===== src/rtl/adc_scan_sequencer.sv =====
`default_nettype none
// ============================================================================
//  Module      : adc_scan_sequencer
//  Description : Round-robin scheduler sharing one 8-bit SAR ADC core among
//                NUM_CH requesting channels. Selects the input, pulses the
//                core start, waits a fixed conversion time, then returns the
//                captured result tagged with its channel over valid/ready.
//  Revision    : 1.0 - initial release
// ============================================================================
module adc_scan_sequencer #(
    parameter  int NUM_CH      = 4,
    parameter  int CONV_CYCLES = 10,
    localparam int CW          = $clog2(NUM_CH)
) (
    input  logic              clk,
    input  logic              rst,
    input  logic [NUM_CH-1:0] ch_req,
    output logic [NUM_CH-1:0] ch_ack,
    output logic [CW-1:0]     adc_sel,
    output logic              adc_start,
    input  logic [7:0]        adc_data,
    output logic              res_valid,
    input  logic              res_ready,
    output logic [7:0]        res_data,
    output logic [CW-1:0]     res_ch,
    output logic              busy
);

    localparam int                  c_CNT_W    = $clog2(CONV_CYCLES);
    localparam logic [c_CNT_W-1:0]  c_CNT_LOAD = c_CNT_W'(CONV_CYCLES - 1);
    localparam logic [c_CNT_W-1:0]  c_CNT_ONE  = c_CNT_W'(1);
    localparam logic [NUM_CH-1:0]   c_ACK_ONE  = NUM_CH'(1);

    typedef enum logic [1:0] {
        S_IDLE    = 2'd0,
        S_START   = 2'd1,
        S_CONVERT = 2'd2,
        S_DELIVER = 2'd3
    } state_t;

    state_t              r_state;
    state_t              w_state_nxt;
    logic [CW-1:0]       r_last_ch;
    logic [CW-1:0]       w_last_ch_nxt;
    logic [c_CNT_W-1:0]  r_cnt;
    logic [c_CNT_W-1:0]  w_cnt_nxt;
    logic [NUM_CH-1:0]   r_ch_ack;
    logic [NUM_CH-1:0]   w_ch_ack_nxt;
    logic [CW-1:0]       r_adc_sel;
    logic [CW-1:0]       w_adc_sel_nxt;
    logic                r_adc_start;
    logic                w_adc_start_nxt;
    logic                r_res_valid;
    logic                w_res_valid_nxt;
    logic [7:0]          r_res_data;
    logic [7:0]          w_res_data_nxt;
    logic [CW-1:0]       r_res_ch;
    logic [CW-1:0]       w_res_ch_nxt;
    logic                r_busy;
    logic                w_busy_nxt;

    logic                w_any_req;
    logic [CW-1:0]       w_grant;
    logic [CW-1:0]       w_scan_idx;

    // Round-robin search: first requester after the last served channel, wrapping.
    always_comb begin
        w_any_req  = 1'b0;
        w_grant    = '0;
        w_scan_idx = '0;
        for (int i = 1; i <= NUM_CH; i++) begin
            w_scan_idx = CW'((32'(r_last_ch) + 32'(i)) % NUM_CH);
            if (!w_any_req && ch_req[w_scan_idx]) begin
                w_any_req = 1'b1;
                w_grant   = w_scan_idx;
            end
        end
    end

    // Next-state and next-output logic; every output is registered below.
    always_comb begin
        w_state_nxt     = r_state;
        w_last_ch_nxt   = r_last_ch;
        w_cnt_nxt       = r_cnt;
        w_ch_ack_nxt    = '0;
        w_adc_sel_nxt   = r_adc_sel;
        w_adc_start_nxt = 1'b0;
        w_res_valid_nxt = r_res_valid;
        w_res_data_nxt  = r_res_data;
        w_res_ch_nxt    = r_res_ch;
        case (r_state)
            S_IDLE: begin
                if (w_any_req) begin
                    // START outputs are registered, so raise them on entry.
                    w_state_nxt     = S_START;
                    w_adc_sel_nxt   = w_grant;
                    w_adc_start_nxt = 1'b1;
                    w_ch_ack_nxt    = c_ACK_ONE << w_grant;
                end
            end
            S_START: begin
                // adc_sel still holds the granted channel here.
                w_last_ch_nxt = r_adc_sel;
                w_cnt_nxt     = c_CNT_LOAD;
                w_state_nxt   = S_CONVERT;
            end
            S_CONVERT: begin
                if (r_cnt == '0) begin
                    w_res_data_nxt  = adc_data;
                    w_res_ch_nxt    = r_adc_sel;
                    w_res_valid_nxt = 1'b1;
                    w_state_nxt     = S_DELIVER;
                end else begin
                    w_cnt_nxt = r_cnt - c_CNT_ONE;
                end
            end
            S_DELIVER: begin
                if (r_res_valid && res_ready) begin
                    w_res_valid_nxt = 1'b0;
                    w_state_nxt     = S_IDLE;
                end
            end
            default: begin
                w_state_nxt = S_IDLE;
            end
        endcase
        w_busy_nxt = (w_state_nxt != S_IDLE);
    end

    // State and output registers; reset discards any in-flight conversion.
    always_ff @(posedge clk or posedge rst) begin
        if (rst) begin
            r_state     <= S_IDLE;
            r_last_ch   <= CW'(NUM_CH - 1);
            r_cnt       <= '0;
            r_ch_ack    <= '0;
            r_adc_sel   <= '0;
            r_adc_start <= 1'b0;
            r_res_valid <= 1'b0;
            r_res_data  <= '0;
            r_res_ch    <= '0;
            r_busy      <= 1'b0;
        end else begin
            r_state     <= w_state_nxt;
            r_last_ch   <= w_last_ch_nxt;
            r_cnt       <= w_cnt_nxt;
            r_ch_ack    <= w_ch_ack_nxt;
            r_adc_sel   <= w_adc_sel_nxt;
            r_adc_start <= w_adc_start_nxt;
            r_res_valid <= w_res_valid_nxt;
            r_res_data  <= w_res_data_nxt;
            r_res_ch    <= w_res_ch_nxt;
            r_busy      <= w_busy_nxt;
        end
    end

    assign ch_ack    = r_ch_ack;
    assign adc_sel   = r_adc_sel;
    assign adc_start = r_adc_start;
    assign res_valid = r_res_valid;
    assign res_data  = r_res_data;
    assign res_ch    = r_res_ch;
    assign busy      = r_busy;

endmodule
`default_nettype wire


===== config.mk =====
export PLATFORM = sky130hd
export DESIGN_NAME = adc_scan_sequencer
export DESIGN_NICKNAME = d
export VERILOG_FILES = /design/src/rtl/adc_scan_sequencer.sv
export SDC_FILE = /design/constraint.sdc
export NUM_CORES = 1
export LEC_CHECK = 0
export ABC_AREA = 1
export CAP_MARGIN = 10
export CORE_ASPECT_RATIO = 1.1
export CORE_UTILIZATION = 44
export DETAILED_ROUTE_END_ITERATION = 8
export GPL_ROUTABILITY_DRIVEN = 1
export PLACE_DENSITY = 0.75
export SLEW_MARGIN = 20
export SYNTH_ARGS = -nofsm -noshare
export SYNTH_HDL_FRONTEND = slang
export SYNTH_SLANG_ARGS = --single-unit

===== constraint.sdc =====
create_clock -name clk -period 1.4 [get_ports clk]
set_input_delay 0.21 -clock clk [delete_from_list [all_inputs] [get_ports clk]]
set_output_delay 0.21 -clock clk [all_outputs]
set_load 0.005 [all_outputs]

## Yosys cells after proc, flatten, opt, wreduce, memory -nomap -nowiden

Cells that the tools add are included.
Widths: inputs -> output; s select.

| storage, ports and cells | value |
|---|---|
| memories | 0 |
| ROM bits | 0 |
| latch bits | 0 |
| bits in registers | 27 |
| RAM bits | 0 |

| operators by class | value |
|---|---|
| reductions and logical operators | 16 |
| shift operators | 1 |
| add/subtract/negate cells | 5 |
| div/mod/pow operators | 0 |
| $mul | 0 |
| muxes and demuxes | 29 |
| equality and inequality tests | 6 |
| bitwise gates (word level) | 0 |
| magnitude comparators | 4 |

Operators by type and width:

| operator | count |
|---|---|
| $mux 2 | 7 |
| $lt 2x3->1 const B | 4 |
| $mux 1 | 12 |
| $mux 4 | 3 |
| $bmux 1 s2 | 4 |
| $pmux 2 s4 | 1 |
| $pmux 4 s2 | 1 |
| $ne 2x2->1 const B | 3 |
| $reduce_and 2->1 | 3 |
| $reduce_bool 2->1 | 3 |
| $add 2x1->2 const B | 2 |
| $add 2x2->2 const B | 2 |
| $eq 2x2->1 const B | 2 |
| $logic_and 1x1->1 | 4 |
| $logic_not 4->1 | 1 |
| $shl 1x2->4 const A | 1 |
| $sub 4x1->4 const B | 1 |
| $logic_not 1->1 | 3 |
| $reduce_and 3->1 | 1 |
| $eq 2x1->1 const B | 1 |
| $logic_not 2->1 | 1 |
| $pmux 1 s2 | 1 |

## Longest topological paths before layout

| logic depth | value |
|---|---|
| word-level depth | 16 |
| mapped depth | 12 |

## Least setup slack after synthesis

Ideal clock, no wire load.

| timing path | value |
|---|---|
| kind | reg-to-reg |
| from | reg r_last_ch[0] |
| to | reg r_adc_sel[1] (netlist: adc_sel[1]) |
| library setup time | 118 ps |
| cell stages (with the launch flop) | 13 |
| setup slack | -107 ps |
| arrival time | 1,390 ps |
| path through | dfstp_2 inv_2 buf_6 nand2_2 nand2_2 nand2_4 nand2_4 nor2_8 nand3_2 nand2_4 inv_6 nand2_4 o21ai_2 |

| between the ends | value |
|---|---|
| cells in the longest elaborated chain, start to end | 14 |
| elaborated cells on any way between the ends | 27 |
| those cells by class | add/sub: 4; mux: 16; reduce/logical: 7 |

RTL lines:

| what | line | source |
|---|---|---|
| start: declaration | 43 | `logic [CW-1:0] r_last_ch;` |
| start signal: assignment | 134 | `r_last_ch <= CW'(NUM_CH - 1);` |
| start signal: assignment | 145 | `r_last_ch <= w_last_ch_nxt;` |
| $add 2x1->2 | 72 | `w_scan_idx = CW'((32'(r_last_ch) + 32'(i)) % NUM_CH);` |
| $bmux 1 s2 | 73 | `if (!w_any_req && ch_req[w_scan_idx]) begin` |
| $mux 1 (not written as such) | 73 |  |
| $mux 1 | 73 |  |
| $logic_not 1->1 | 73 |  |
| $logic_and 1x1->1 | 73 |  |
| $mux 1 | 73 |  |
| $logic_not 1->1 | 73 |  |
| $logic_and 1x1->1 | 73 |  |
| $mux 1 | 73 |  |
| $logic_not 1->1 | 73 |  |
| $logic_and 1x1->1 | 73 |  |
| $mux 1 | 73 |  |
| $reduce_and 2->1 (no source line) | - |  |
| end signal: assignment | 148 | `r_adc_sel <= w_adc_sel_nxt;` |
| end: declaration | 49 | `logic [CW-1:0] r_adc_sel;` |

Parallel ways exist; a longest one is shown, timed or not. The select of a mux whose other input is x is not followed.
A chain may end at the register's enable or synchronous reset.

## Worst setup path after layout

| timing path | value |
|---|---|
| from | reg r_last_ch[0] |
| to | reg r_adc_sel[0] (netlist: adc_sel[0]) |

Same word-level chain as after synthesis.

==> impl_metrics.csv <==
group,metric,value,unit
clocking,clk_latency,320,ps
setup_path,path_buf_inv,1,
route,routed_via_density,4.81,
timing,rsz0062_at_grt,"yes",
floorplanning,start_util,46.7,%
route,top_layer,"met4",
logic_synthesis,avgSynthCellArea,8.08,um2
logic_synthesis,yosysUniqueCellTypes,27,
logic_synthesis,syn_inst,179,
logic_synthesis,synth_edf_count,0,
route,wl_met3,119,um
route,ant_nets,0,
floorplanning,design.die.area,3520,um2
setup_path,endpoint_kind,"flip-flop",
setup_path,arrival,1930,ps
power,power.internal,2.73,mW
layout,syn_to_final_growth,47.4,%
clocking,cts_tree,"done",
floorplanning,die_h,62.1,um
layout,drive_gt1_share,33.2,%
route,firstDrtPassIters,6,
logic_synthesis,ys_seq_area_share,46.9,%
logic_synthesis,synthTopCellsByCount,"nand2_1 (64), dfrtp_1 (25), inv_1 (15)",
setup_path,cp-start-kind,"flip-flop",
logic_synthesis,yosys_warnings,0,
timing,fin_crit_sh,119,%
timing,max_freq,600,MHz
grt,grt_pass1_wl,5380,um
timing,setup_viol,9,
grt,grt_usage,18.9,%
clocking,cts_buffers,3,
clocking,clk_pin_slew,140,ps
setup_path,cp.required,1670,ps
layout,fillers,256,
setup_path,path_class,"reg2reg",
power,leakage,1.18,nW
setup_path,worst_r2r_path_depth,10,
layout,fin_cells,275,
grt,overflow,0,
setup_path,slowest_delay,640,ps
layout,finalNetCount,259,
route,vias,1324,
logic_synthesis,ys.flop_type,"dfrtp_1",
power,pwr-share-clk,6.8,%
logic_synthesis,ys_seq_elements,27,
clocking,htreeDepth,1,
timing,tightest_slew,264,ps
timing,worst_hold_slack,200,ps
setup_path,crit_top_cell,"nand2_1",
layout,antennaDiodeCount,0,
clocking,hold_buffers,0,
power,combPwrFrac,64.9,%
setup_path,worst-path-max-fanout,9,
power,pwr-share-seq,28.4,%
setup_path,crit_family,"simple AND/OR/NAND/NOR gates",
power,sw_frac_of_total,43.1,%
route,drt_iter0_markers,35,
logic_synthesis,mappedNetlistArea,1450,um2
timing,min_period,1670,ps
floorplanning,core_area,3100,um2
flow_run,maxCapViolations,0,
timing,relSlewSlack,82.3,%
timing,finalClockSkew,6.77,ps
timing,finalMaxSlewViolations,0,
place,dpl.hpwl,2170,um
logic_synthesis,synth.most_common_cell,"nand2_1",
setup_path,r2r-start,"r_last_ch[0]$_DFFE_PP1P_",
setup_path,r2r_slack,-270,ps
grt,grt_pass1_vias,1330,
timing,worst_slack,-265,ps
floorplanning,ioPinCount,34,
power,max-vdd-ir-drop,0.00123,V
place,gp_congestion,0.864,
status,failed_checks,"DRC, setup timing",
floorplanning,placementRows,21,
clocking,cts_sinks,27,
power,powerDensity,2250,nW/um2
logic_synthesis,syn_nets,196,
route,wl_met1,1280,um
power,switching_power,2.07,mW
route,wl_met2,1680,um
route,wl_per_cell,11.2,um
logic_synthesis,async_flop_share,100,%
grt,antenna_found_initial,0,
layout,seq_area,678,um2
layout,multi_input_area,749,um2
clocking,cts-root-buf,"clkbuf_4",
logic_synthesis,synth_area_leader_cell,"dfrtp_1",
logic_synthesis,synth_area_leaders,"dfrtp_1 (43%), nand2_1 (17%), nand2_2 (4.8%)",
route,drc,4,
min_path,min_path_type,"in2async",
setup_path,crit_slowest_cell,"dfstp_2",
grt,grt_max_degree,28,
clocking,cts_buffer_depth,2,
status,status,"finished with violations",
logic_synthesis,synth.top_cell.area_share,43.3,%
floorplanning,fp.dieW,56.7,um
setup_path,crit_chain,"inv_4 > nand2_1 > nand2_2 > nand2_4 > nand2_4 > nor2_8 > nand4_1 > nand3_2 > nand2_1 > nand2_1",
timing,hold_violations,0,
place,portBuffers,33,
route,wirelength,3090,um
setup_path,r2r-end,"adc_sel[0]$_DFFE_PP0P_",
place,place_inst,254,
[cell usage in the layout, fill, tap and decap left out, types with 2 or more instances in the layout]
| cell type | n |
|---|---|
| nand2_1 | 59 |
| buf_4 | 26 |
| dfrtp_1 | 25 |
| dlygate4sd2_1 | 16 |
| clkdlybuf4s50_1 | 14 |
| inv_1 | 13 |
| nand2_2 | 12 |
| nand2_4 | 9 |
| nand3_1 | 9 |
| inv_2 | 7 |
| nor2_1 | 6 |
| nor2_2 | 5 |
| o21ai_0 | 5 |
| nand3_2 | 3 |
| nand3b_1 | 3 |
| nand4_1 | 3 |
| clkbuf_4 | 3 |
| dlymetal6s2s_1 | 3 |
| o22ai_1 | 2 |
| dfstp_2 | 2 |
[registers in the layout (all words and copies together), names as in the netlist]
signal and count:
res_ch 2, r_state 2, ch_ack 4, adc_start 1, res_data 8, res_valid 1, r_last_ch 2, busy 1
adc_sel 2, r_cnt 4
[power by group through the flow]
stage | logic [mW] | registers, mW | clock network (mW)
3_5_place_dp | 2.62 | 1.39 | 0
6_report | 3.11 | 1.36 | 0.325
5_1_grt | 3.44 | 1.41 | 0.378
4_1_cts | 2.75 | 1.36 | 0.349
3_3_place_gp | 2.54 | 1.38 | 0
2_1_floorplan | 1.69 | 1.39 | 0
[layout make-up]
type	count	area share, %
sequential	27	31.8
multi-input combinational	127	35.2
inverter	22	4.23
clock inverter	1	0.235
clock buffer	3	1.06
tap	34	2.00
timing repair buffer	61	25.5
[metal layers]
| layer | GRT usage (%) | vias up |
|---|---|---|
| met4 | 5.31 | 0 |
| met2 | 36.3 | 25 |
| li1 | - | 678 |
| met5 | 0 | - |
| met1 | 20.7 | 619 |
| met3 | 3.33 | 2 |
[timing repair]
| item | in CTS | in global routing |
|---|---|---|
| resized for setup | 21 | 18 |
| endpoints found under the hold margin | 0 | 0 |
| setup buffers | 11 | 6 |
| setup endpoints to repair | 26 | 13 |
| pin swaps | 4 | 6 |
[worst register-to-register path: stages, from the launching register on]
cell and delay, ps:
dfstp_2 640, inv_4 80, nand2_1 100, nand2_2 100
nand2_4 90, nand2_4 70, nor2_8 110, nand4_1 180
nand3_2 140, nand2_1 50, nand2_1 50
[worst max-delay path by stage]
| stage | cells past startpoint | end | slack [ps] | start |
|---|---|---|---|---|
| 2_1_floorplan | 12 | adc_sel[1]$_DFFE_PP0P_ | -100 | r_last_ch[0]$_DFFE_PP1P_ |
| 3_3_place_gp | 11 | ch_ack[2]$_DFF_PP0_ | -250 | r_last_ch[0]$_DFFE_PP1P_ |
| 3_5_place_dp | 11 | adc_sel[1]$_DFFE_PP0P_ | -270 | ch_req[3] |
| 4_1_cts | 11 | ch_ack[0]$_DFF_PP0_ | -220 | r_last_ch[0]$_DFFE_PP1P_ |
| 5_1_grt | 10 | adc_sel[0]$_DFFE_PP0P_ | -350 | r_last_ch[0]$_DFFE_PP1P_ |
| 6_report | 10 | adc_sel[0]$_DFFE_PP0P_ | -270 | r_last_ch[0]$_DFFE_PP1P_ |
[per-stage QoR]
stage	util [%]	TNS, ps	power (mW)	instance area, um2	setup slack, ps
after floorplan	-	-592	3.08	1490	-100
after global placement	62.1	-1860	3.92	1930	-247
after detailed placement	62.1	-2070	4.01	1930	-271
after CTS	65.4	-1610	4.45	2030	-217
after global routing	68.8	-2710	5.23	2130	-353
final	68.8	-1990	4.80	2130	-265
[cell families (layout without fill, tap and decap cells)]
logic type      Yosys count  in the layout  synth area share (%)
flops                    27             27                  46.9
simple gates            115            115                  39.3
compound gates            9              9                  3.55
xor+xnor                  1              1                 0.606
buf+inv                  25             87                  7.96
fa+ha+maj                 2              2                  1.73
No activity file was read; power rests on OpenSTA's default activity.
